--- config.mk ---
export PLATFORM = sky130hd
export DESIGN_NAME = fetch_unit
export DESIGN_NICKNAME = d
export VERILOG_FILES = /design/src/rtl/fetch_unit.sv
export SDC_FILE = /design/constraint.sdc
export NUM_CORES = 1
export LEC_CHECK = 0
export BUFFER_PORTS_ARGS = -buffer_cell sky130_fd_sc_hd__buf_4
export CORE_MARGIN = 3
export CORE_UTILIZATION = 50
export DETAILED_ROUTE_END_ITERATION = 6
export PLACE_DENSITY = 0.89
export SLEW_MARGIN = 20
export SYNTH_ARGS = -nofsm -noshare
export SYNTH_HDL_FRONTEND = slang
export SYNTH_SLANG_ARGS = --single-unit
--- constraint.sdc ---
create_clock -name clk -period 2.3 [get_ports clk]
set_input_delay 0 -clock clk [delete_from_list [all_inputs] [get_ports clk]]
set_output_delay 0 -clock clk [all_outputs]
set_load 0.02 [all_outputs]
--- src/rtl/fetch_unit.sv ---
// Single-entry instruction fetch unit: one outstanding memory request, one buffered
// instruction, with redirect squashing and a halt opcode that freezes fetch.
module fetch_unit #(
  parameter int                ADDR_W   = 16,
  parameter int                INST_W   = 16,
  parameter logic [ADDR_W-1:0] RESET_PC = '0,
  parameter int                PC_STEP  = 2,
  parameter logic [3:0]        HALT_OP  = 4'hF
) (
  input  logic              clk,
  input  logic              rst_n,
  output logic              imem_req,
  output logic [ADDR_W-1:0] imem_addr,
  input  logic              imem_ack,
  input  logic [INST_W-1:0] imem_rdata,
  input  logic              redirect_valid,
  input  logic [ADDR_W-1:0] redirect_pc,
  output logic              inst_valid,
  output logic [INST_W-1:0] inst,
  output logic [ADDR_W-1:0] inst_pc,
  input  logic              inst_ready,
  output logic [ADDR_W-1:0] pc,
  output logic              hlt
);

  localparam logic [1:0] IDLE   = 2'd0;
  localparam logic [1:0] REQ    = 2'd1;
  localparam logic [1:0] HOLD   = 2'd2;
  localparam logic [1:0] HALTED = 2'd3;

  logic [1:0]        state_q,   state_d;
  logic [ADDR_W-1:0] pc_q,      pc_d;
  logic [ADDR_W-1:0] addr_q,    addr_d;
  logic [INST_W-1:0] inst_q,    inst_d;
  logic [ADDR_W-1:0] inst_pc_q, inst_pc_d;
  logic              squash_q,  squash_d;

  // addr_q is separate from pc_q so a squashed request keeps its address
  // stable while pc already points at the redirect target.
  always_comb begin
    state_d   = state_q;
    pc_d      = pc_q;
    addr_d    = addr_q;
    inst_d    = inst_q;
    inst_pc_d = inst_pc_q;
    squash_d  = squash_q;

    case (state_q)
      IDLE: begin
        state_d = REQ;
        addr_d  = pc_q;
      end

      REQ: begin
        if (redirect_valid) begin
          pc_d = redirect_pc;
          if (imem_ack) begin
            addr_d   = redirect_pc;
            squash_d = 1'b0;
          end else begin
            squash_d = 1'b1;
          end
        end else if (imem_ack) begin
          if (squash_q) begin
            squash_d = 1'b0;
            addr_d   = pc_q;
          end else begin
            inst_d    = imem_rdata;
            inst_pc_d = addr_q;
            pc_d      = pc_q + ADDR_W'(PC_STEP);
            state_d   = HOLD;
          end
        end
      end

      HOLD: begin
        if (redirect_valid) begin
          pc_d    = redirect_pc;
          addr_d  = redirect_pc;
          state_d = REQ;
        end else if (inst_ready) begin
          if (inst_q[INST_W-1 -: 4] == HALT_OP) begin
            state_d = HALTED;
          end else begin
            addr_d  = pc_q;
            state_d = REQ;
          end
        end
      end

      HALTED: begin
        if (redirect_valid) begin
          pc_d    = redirect_pc;
          addr_d  = redirect_pc;
          state_d = REQ;
        end
      end

      default: state_d = IDLE;
    endcase
  end

  always_ff @(posedge clk or negedge rst_n) begin
    if (!rst_n) begin
      state_q   <= IDLE;
      pc_q      <= RESET_PC;
      addr_q    <= RESET_PC;
      inst_q    <= '0;
      inst_pc_q <= '0;
      squash_q  <= 1'b0;
    end else begin
      state_q   <= state_d;
      pc_q      <= pc_d;
      addr_q    <= addr_d;
      inst_q    <= inst_d;
      inst_pc_q <= inst_pc_d;
      squash_q  <= squash_d;
    end
  end

  assign imem_req   = (state_q == REQ);
  assign imem_addr  = addr_q;
  assign inst_valid = (state_q == HOLD);
  assign inst       = inst_q;
  assign inst_pc    = inst_pc_q;
  assign pc         = pc_q;
  assign hlt        = (state_q == HALTED);

endmodule

# Yosys cells after proc, flatten, opt, wreduce, memory -nomap -nowiden
# Cells that the tools add are included.
[totals]
rom_bits = 0
ram_bits = 0
word_cells = 56
in_bits = 37
n_memories = 0
output_inout_bits = 67
latchBits = 0
ff_bits = 67
[op_classes]
reduce_logical = 9
n_addsub = 1
mul = 0
n_mux = 24
order_cmp = 0
n_shift = 0
n_div = 0
bitwise = 2
n_eq_ne = 14
[op_table]
columns = ["cell", "count"]
rows = [
  ["$mux W16", 11],
  ["$pmux W16 S4", 1],
  ["$pmux W16 S2", 1],
  ["$add A16 B2 Y16 const B", 1],
  ["$mux W2", 7],
  ["$reduce_and A5 Y1", 2],
  ["$pmux W2 S4", 1],
  ["$reduce_and A4 Y1", 2],
  ["$ne A2 B2 Y1 const B", 3],
  ["$ne A3 B1 Y1 const B", 2],
  ["$ne A3 B3 Y1 const B", 2],
  ["$eq A2 B2 Y1 const B", 2],
  ["$eq A4 B4 Y1 const B", 1],
  ["$ne A2 B1 Y1 const B", 2],
  ["$reduce_bool A2 Y1", 2],
  ["$mux W1", 3],
  ["$ne A3 B2 Y1 const B", 1],
  ["$eq A2 B1 Y1 const B", 1],
  ["$logic_not A2 Y1", 1],
  ["$not A1 Y1", 2],
  ["$reduce_and A2 Y1", 1],
  ["$reduce_or A2 Y1", 1],
]

# Longest topological paths before layout
[depth]
word_depth = 5
mapped_depth = 9
mapped_depth_nobuf = 7

# Worst setup path after synthesis
# OpenSTA, ideal clock, no wires.
[synth_path]
kind = "register to register"
startpoint = "reg state_q[0]"
endpoint = "reg addr_q[2], in the netlist imem_addr[2]"
t_arrival_ns = 1.986
path_stages_with_launch = 8
synth_period_minus_slack_ns = 2.111
setup_time_ns = 0.125
slack_ns = 0.189
t_required_ns = 2.175
path_cell_list = "dfrtp_1 inv_1 ha_1 a21oi_2 o22ai_1 nor3b_4 buf_6 mux2_2"
[synth_via]
elab_chain_cells = 3
elab_cells_between_ends = 11
classes_between = "eq/ne: 8; mux: 1; reduce/logical: 2"
[synth_rtl]
columns = ["element", "line_no", "rtl"]
rows = [
  ["start: declaration", "31", "logic [1:0] state_q, state_d;"],
  ["start signal: assignment", "112", "state_q <= state_d;"],
  ["$eq A2 B2 Y1 (*)", "n/a", ""],
  ["named net inst_valid", "18", "output logic inst_valid,"],
  ["$ne A3 B3 Y1 (no line) / $ne A3 B2 Y1 (equally long branches)", "n/a", ""],
  ["$reduce_and A5 Y1 (no line)", "n/a", ""],
  ["end signal: assignment", "114", "addr_q <= addr_d;"],
  ["end: declaration", "33", "logic [ADDR_W-1:0] addr_q, addr_d;"],
]
# Mark *: on every way through the listed nets, which the timed path passes. The rest lies on a longest branch.
# A chain may end at the register's enable or synchronous reset.

# Worst setup path in the final report
[layout_path]
startpoint = "reg state_q[0]"
endpoint = "reg pc_q[1], in the netlist pc[1]"
[layout_via]
elab_chain_cells = 4
elab_cells_between_ends = 10
classes_between = "eq/ne: 6; mux: 1; reduce/logical: 3"
[layout_rtl]
columns = ["element", "line_no", "rtl"]
rows = [
  ["$eq A2 B2 Y1", "48", "case (state_q)"],
  ["$reduce_or A2 Y1 (no line)", "n/a", ""],
  ["$ne A2 B1 Y1 (no line) / $reduce_bool A2 Y1 (equally long branches)", "n/a", ""],
  ["$reduce_and A4 Y1 (no line)", "n/a", ""],
  ["end signal: assignment", "113", "pc_q <= pc_d;"],
  ["end: declaration", "32", "logic [ADDR_W-1:0] pc_q, pc_d;"],
]
# Several ways; a longest one is shown, not always the timed one.

==> metrics.txt <==
status completed; Pins Over Slew Limit 0; Setup-failing EPs final 0; gr usage total 0.2821; drt initial violations 321; layout cell share with drive strength beyond 1 0.4593; Die X-Extent 87.27 um; sequential share of the synthesized area 0.5078; die span in y about 87 um; total grt overflow 0; VDD IR max 0.001014 V; Sink Count 67; Max-Cap Viols 0; crit share post-route 0.9494; final net count around 460; register bit total from synthesis 67; Hold Path Class in -> reg; clock latency on the worst-skew pair about 0.35 ns; Pre-antenna DRT Iters 5; Cell Area, Synth 3302 sq um; Fillers around 360; post-synthesis cell count 275; row count 28; Power Total roughly 7600 uW; Util after Layout 0.7577; Clk Tree Root Cell clkbuf_8; syn_nets 317; CTS buffer count 9; Cell variety after synth 47; CTS clock-pin slew for the worst setup and hold paths about 0.08 ns; Syn Area/Cell 12.01 sq um; core footprint 6166 sq um; crit start category register; antenna violations before repair 0; Worst Setup End Kind register; crit-path max FO 9; final instance area 4672 sq um; via count 3,054; I/O pins 104; Layout area overhead 41.49%; unrepaired setup endpoints after global routing false; placed inst area around 4100 sq um; global-route wire length before repair 16,170 um; Crit path arrival time approximately 2.4 ns; worst-margin pin slew 0.8173 ns; Routed Antenna Nets 0; vias in the first global route 3,065; Placer Congestion 0.8850; Fin Hold WS 0.01758 ns; CTS tree yes; fin cells slightly below 500; vias per inst ~6.2; placed cells roughly 440; # port buffers 103; WL/cell 21.37 um; Leak about 0.0022 uW; EDFF count, synth 0; n_diodes 0; required time of the worst setup path between 2 and 3 ns; critical path type reg -> reg; share of synthesized registers carrying an async set or reset 1.000; Achievable Freq 0.4580 GHz; drt drc 0; Synth Warn # 0; Layout Skew 0.008502 ns; Post-synth top flop dfrtp_1; drt total wl 10,530 um; post-layout min period 2.184 ns; Pwr Density 1636 nW/um^2; commonest non-fill, non-tap cells in the layout buf_4 (112), dfrtp_1 (67), mux2_2 (45), dlygate4sd3_1 (28), a21oi_1 (17); initial core utilization 0.5355; largest net degree at the start of global routing 68; die area 7615 sq um; Slew headroom 0.4551; DP Wirelength 6183 um; CTS max path bufs 2; CTS H-tree lvls 3; commonest non-fill, non-tap cell in the layout buf_4; Fin. Hold Viols 0
==> Yosys cell counts (all sizes together) (2+ instances only) <==
cell type	count	area [sq um]
a211o	2	17.52
a21oi	20	111.4
a22o	16	140.1
a2bb2oi	5	80.08
a31oi	4	25.02
a32oi	2	17.52
and3	3	18.77
buf	11	87.58
clkbuf	4	15.01
dfrtp	67	1677
ha	5	62.56
inv	8	30.03
mux2	49	551.8
nand2	16	60.06
nand3	5	25.02
nand4	3	18.77
nor2	15	58.81
nor3	2	15.01
nor3b	4	52.55
o21ai	12	60.06
o22ai	7	50.05
==> path summary, 6_finish.rpt <==
path	cells after the start	endpoint	from	slack (ns)
worst max-delay path	6	pc[1]	state_q[0]	0.12
worst min-delay path	3	pc[8]	redirect_pc[8]	0.02
worst max register to register	6	pc[1]	state_q[0]	0.12
worst min register to register	1	inst_pc[3]	inst_pc[3]	0.51
max in group asynchronous	2	inst_pc[14]	rst_n	1.49
min in group asynchronous	2	inst[6]	rst_n	0.29
==> power by group <==
part | internal [uW] | switching (uW) | leakage [uW]
clock network | 530 | 467 | 0.000102
registers | 1770 | 602 | 0.000801
logic | 2000 | 2280 | 0.00127
==> cell families (layout without fill, tap and decap cells) <==
kind of cell             after synthesis  after routing  share of synthesized area
buffers and inverters                 23            166                    0.04016
AO/OA/AOI/OAI                         77             77                     0.1770
flip-flops                            67             67                     0.5078
AND/OR/NAND/NOR                       53             53                    0.08602
multiplexers                          50             50                     0.1701
adder cells (fa/ha/maj)                5              5                    0.01895
==> per-stage QoR <==
stage                     TNS (ns)  worst slack, ns
after floorplan                  0           0.1889
after global placement           0          0.08072
after detailed placement  -0.03426         -0.01750
after CTS                        0          0.05382
after global routing             0          0.05014
final                            0           0.1164
==> state kept, by name, indices dropped and copies added (netlist names) <==
| name | cells |
|---|---|
| inst_pc | 16 |
| inst | 16 |
| state_q | 2 |
| imem_addr | 16 |
| squash_q | 1 |
| pc | 16 |
==> layout make-up <==
class,count,area [sq um],area share
multi-input cells,185,1508,0.3227
well taps,75,93.84,0.02009
clock inverters,6,65.06,0.01393
inverters,8,30.03,0.006427
repair buffers,142,1161,0.2485
clock buffers,10,137.6,0.02946
flip-flops and latches,67,1677,0.3589
==> what timing repair did <==
action                     CTS  global route
pin swaps                    0             1
hold buffers                28             0
setup buffers                3             2
hold endpoints to repair    94             0
setup endpoints to repair   10            15
resized for setup            1             3
==> per-layer routing <==
metal | GRT usage | part of all wire | vias up
met5 | 0 | 0 | -
met4 | 0.1213 | 0.046 | 0
met3 | 0.06339 | 0.092 | 61
met2 | 0.4979 | 0.51 | 222
met1 | 0.3263 | 0.36 | 1469
li1 | - | - | 1302
==> critical path: stages (launching register included) <==
cell and delay (ns):
dfrtp_1 0.42, ha_1 0.29, or2_4 0.33, nor3b_4 0.31, a2bb2oi_4 0.33, mux2i_1 0.28, nand2_1 0.10
Power figures use the tool's default switching activity.
